<file path="src/rtl/timing_sequencer.sv">
// Machine-cycle beat sequencer: produces one-hot W1/W2/W3 beats for a
// controller. Cycle length is 1, 2 or 3 beats depending on short/long, and
// the run halts at a cycle boundary on stop or step.
//
//   state  | meaning
//   -------+-------------------------------------------------------------
//   IDLE   | no beat active; waiting for a fresh rising edge on qd
//   W1     | first beat; short ends the cycle here
//   W2     | second beat; long extends the cycle to W3, otherwise it ends
//   W3     | third beat; the cycle always ends here
module timing_sequencer (
  input  logic        t3,
  input  logic        clr,
  input  logic        qd,
  input  logic        step,
  input  logic        stop,
  input  logic        short,
  input  logic        long,
  output logic        w1,
  output logic        w2,
  output logic        w3,
  output logic        running,
  output logic        cyc_done,
  output logic [15:0] cyc_cnt
);

  typedef enum logic [1:0] {
    S_IDLE = 2'd0,
    S_W1   = 2'd1,
    S_W2   = 2'd2,
    S_W3   = 2'd3
  } state_t;

  state_t      state_q, state_d;
  logic        qd_q, qd_d;
  // armed_q goes high once qd has been seen low after reset, so a qd held
  // high through reset cannot be mistaken for a start request.
  logic        armed_q, armed_d;
  logic        w1_q, w1_d;
  logic        w2_q, w2_d;
  logic        w3_q, w3_d;
  logic        running_q, running_d;
  logic        cyc_done_q, cyc_done_d;
  logic [15:0] cyc_cnt_q, cyc_cnt_d;
  logic        qd_rise;
  logic        cyc_end;

  // Next-state, cycle-end detection and next values of the registered outputs.
  always_comb begin
    state_d    = state_q;
    cyc_end    = 1'b0;
    qd_rise    = qd & ~qd_q & armed_q;
    qd_d       = qd;
    armed_d    = armed_q | ~qd;

    case (state_q)
      S_IDLE: if (qd_rise) state_d = S_W1;
      S_W1: begin
        if (short) cyc_end = 1'b1;
        else       state_d = S_W2;
      end
      S_W2: begin
        if (long) state_d = S_W3;
        else      cyc_end = 1'b1;
      end
      S_W3:    cyc_end = 1'b1;
      default: state_d = S_IDLE;
    endcase

    if (cyc_end) state_d = (stop | step) ? S_IDLE : S_W1;

    cyc_done_d = cyc_end;
    cyc_cnt_d  = cyc_cnt_q + {15'd0, cyc_end};

    // Beats are decoded from the next state and registered, so the outputs
    // come straight from flops with no input-to-output combinational path.
    w1_d      = (state_d == S_W1);
    w2_d      = (state_d == S_W2);
    w3_d      = (state_d == S_W3);
    running_d = (state_d != S_IDLE);
  end

  // State and output registers; clr clears everything immediately.
  always_ff @(posedge t3 or posedge clr) begin
    if (clr) begin
      state_q    <= S_IDLE;
      qd_q       <= 1'b0;
      armed_q    <= 1'b0;
      w1_q       <= 1'b0;
      w2_q       <= 1'b0;
      w3_q       <= 1'b0;
      running_q  <= 1'b0;
      cyc_done_q <= 1'b0;
      cyc_cnt_q  <= 16'h0000;
    end else begin
      state_q    <= state_d;
      qd_q       <= qd_d;
      armed_q    <= armed_d;
      w1_q       <= w1_d;
      w2_q       <= w2_d;
      w3_q       <= w3_d;
      running_q  <= running_d;
      cyc_done_q <= cyc_done_d;
      cyc_cnt_q  <= cyc_cnt_d;
    end
  end

  assign w1       = w1_q;
  assign w2       = w2_q;
  assign w3       = w3_q;
  assign running  = running_q;
  assign cyc_done = cyc_done_q;
  assign cyc_cnt  = cyc_cnt_q;

endmodule

</file>
<file path="config.mk">
export PLATFORM = sky130hd
export DESIGN_NAME = timing_sequencer
export DESIGN_NICKNAME = d
export VERILOG_FILES = /design/src/rtl/timing_sequencer.sv
export SDC_FILE = /design/constraint.sdc
export NUM_CORES = 1
export LEC_CHECK = 0
export ABC_AREA = 1
export CAP_MARGIN = 20
export CORE_ASPECT_RATIO = 0.6
export CORE_UTILIZATION = 48
export CTS_CLUSTER_SIZE = 20
export DETAILED_ROUTE_END_ITERATION = 8
export PLACE_DENSITY = 0.84
export SYNTH_ARGS = -nofsm -noshare
export SYNTH_HDL_FRONTEND = slang
export SYNTH_SLANG_ARGS = --single-unit
</file>
<file path="constraint.sdc">
create_clock -name t3 -period 2 [get_ports t3]
set_input_delay 0.2 -clock t3 [delete_from_list [all_inputs] [get_ports t3]]
set_output_delay 0.2 -clock t3 [all_outputs]
set_load 0.01 [all_outputs]
</file>
==> flow_summary.toml <==
[routing]
wl_met2_mm = 1.044
wl_met1_mm = 1.133
drt_iter0_drc = 52
antenna_left = 0
viasPerCell = 4.793
vias = 901
wl_mm = 2.306
wl_per_cell_um = 12.27
top_layer_used = "met4"
wl_met3_um = 104
dr.pass1.iters = 4
remaining_drc_errors = 0

[logic_synthesis]
synth_nets = 136
yosysTopAreaCell = "dfrtp_1"
syn_inst = 126
syn-mean-instance-area_um2 = 9.086
synthesis.area_mm2 = 0.001145
ys_types = 16
synth_warnings = 0
synth_area_leaders = "dfrtp_1 (55%), nand2_1 (9.5%), inv_1 (6.2%)"
synth_seq_cells = 25
synth_top_cell_area_share = 0.5464
ys_seq_area_frac = 0.5464

[grt]
grt_first_pass_wirelength_mm = 3.677
antenna_found_initial = 0
grt_max_degree = 26
grt_overflow = 0
first_global_vias = 762
grtUsageTotal = 0.2009

[worst_setup_path]
cpPeakStageDelay_ns = 0.40
path_class = "reg -> reg"
path_cells = "inv_1 -> nand2_1 -> nand2_1 -> inv_1 -> ha_1 -> ha_1 -> nand2_1 -> nor2_4 -> nand2_2 -> xor2_1"
cp_max_fo = 7
crit_top_cell = "nand2_1"
cp.required_ns = 2.15
cp_num_buf_inv = 2
start_kind = "flop"
critPathTopFamily = "simple AND/OR/NAND/NOR gates"
cp_slowest_cell = "dfrtp_1"
arrival_ns = 1.90
endpoint_kind = "flop"

[floorplanning]
start_util = 0.5175
die_area_mm2 = 0.002591
die_h_um = 39.83
rows = 13
die_x_um = 65.05
core_mm2 = 0.002212
io_pins = 28

[pwr]
p_seq_frac = 0.485
powerDensity_mw_per_mm2 = 1005
combPwrFrac = 0.322
swShare = 0.3302
p_int_uw = 1015
power.share.clock = 0.193
switchingPower_uw = 500.6
leakage_uw = 0.0007219
irDropWorstVdd_uv = 742.3

[final_layout]
drive_gt1_frac = 0.08861
syn_to_final_growth_pct = 31.80
fin_nets = 169
antenna_cells = 0
utilization = 0.6821
layout_common_cells = "nand2_1 (29), clkdlybuf4s50_1 (27), dfrtp_1 (25)"
final_common_cell = "nand2_1"

[placed_design]
portBuffers = 27
place_ws_ns = 0.007472
routabilityCongestion = 0.7456
hpwl_mm = 1.799

[clocking]
cts_buffers = 3
clock_path_buffers = 2
clock_latency_ns = 0.27
htreeDepth = 1
clk_transition_reported_paths_ns = 0.09
post_cts_buffers = 0
cts_root_buf = "clkbuf_8"
cts_tree = "yes"
ctsHoldBuffers = 0
cts_resized = 0
clock-sinks = 25

[sta]
hold_viol_final = 0
rsz0062_at_grt = "no"
fmax_ghz = 0.5719
finalWorstSetupSlack_ns = 0.2514
drv_slew = 0
worst_pin_slew_ns = 0.3087
relSlewSlack = 0.7920
fin_skew_ns = 0.005195
post-route-period-util = 0.8743
period_minus_slack_ns = 1.749
fin_tns_setup_ns = 0
setup_violations = 0

[worst_hold_path]
worstHoldPathType = "in -> async"

[status]
outcome = "completed"

[run]
timing.max_cap.violations = 0
## synthesized netlist by cell type
cell,count
o21ai_0,2
nand2_4,1
nor2_2,1
nand4_1,5
ha_1,3
dfrtp_1,25
xnor2_1,1
nand3_1,10
nor2_1,13
nor3_1,1
o21ai_1,2
nand2_2,4
nand2_1,29
xor2_1,7
inv_1,19
nor2_4,3
## final timing paths
check | from | to | slack, ns | cells after the start
max | state_q[0] | cyc_cnt[10] | 0.25 | 10
min | clr | cyc_cnt[4] | 0.29 | 3
max reg2reg | state_q[0] | cyc_cnt[10] | 0.25 | 10
min reg2reg | armed_q | armed_q | 0.44 | 2
max in group asynchronous | clr | cyc_cnt[6] | 1.47 | 3
min in group t3 | qd | qd_q | 0.43 | 1
## logic make-up after synthesis
logic type	after synthesis	share of synthesized area
adder cells (fa/ha/maj)	3	0.03279
buffers and inverters	19	0.06230
XOR/XNOR	8	0.06120
AND/OR/NAND/NOR	67	0.2798
AO/OA/AOI/OAI	4	0.01749
flip-flops	25	0.5464
## flip-flops by register name (all words and copies together), names as in the netlist
register and flops:
cyc_cnt 16, state_q 2, armed_q 1, cyc_done 1, qd_q 1, running 1, w1 1, w2 1
w3 1
## metrics by stage
stage | cells | hold WS [ns] | area (um2) | total power (uW)
2_1_floorplan | 126 | 0.2273 | 1145 | 958.5
3_3_place_gp | 184 | 0.4258 | 1460 | 1211
3_5_place_dp | 184 | 0.4284 | 1460 | 1236
4_1_cts | 188 | 0.2982 | 1509 | 1527
5_1_grt | 188 | 0.3130 | 1509 | 1605
6_report | 188 | 0.2865 | 1509 | 1516
## routing by layer
| metal | global-route usage | vias up |
|---|---|---|
| li1 | - | 455 |
| met1 | 0.2831 | 421 |
| met2 | 0.3099 | 23 |
| met3 | 0.05233 | 2 |
| met4 | 0.04891 | 0 |
| met5 | 0 | - |
## cell type report
type                       instances  area, um2
clock inverter                     1      7.507
clock buffer                       3      41.29
timing repair buffer              28      277.8
multi-input combinational         82      447.9
inverter                          19      71.32
tap                               30      37.54
sequential                        25      625.6
fill                             173      703.2
## worst min-delay path, stage by stage
cell	delay, ns
clkdlybuf4s50_1	0.40
inv_1	0.05
buf_4	0.30
## power groups by stage
stage	combinational (uW)	sequential [uW]	clock, uW
floorplan	190	769	0
detailed placement	493	743	0
CTS	495	733	300
global route	535	751	319
finish	488	735	293
global placement	478	733	0
Power figures use the tool's default switching activity.
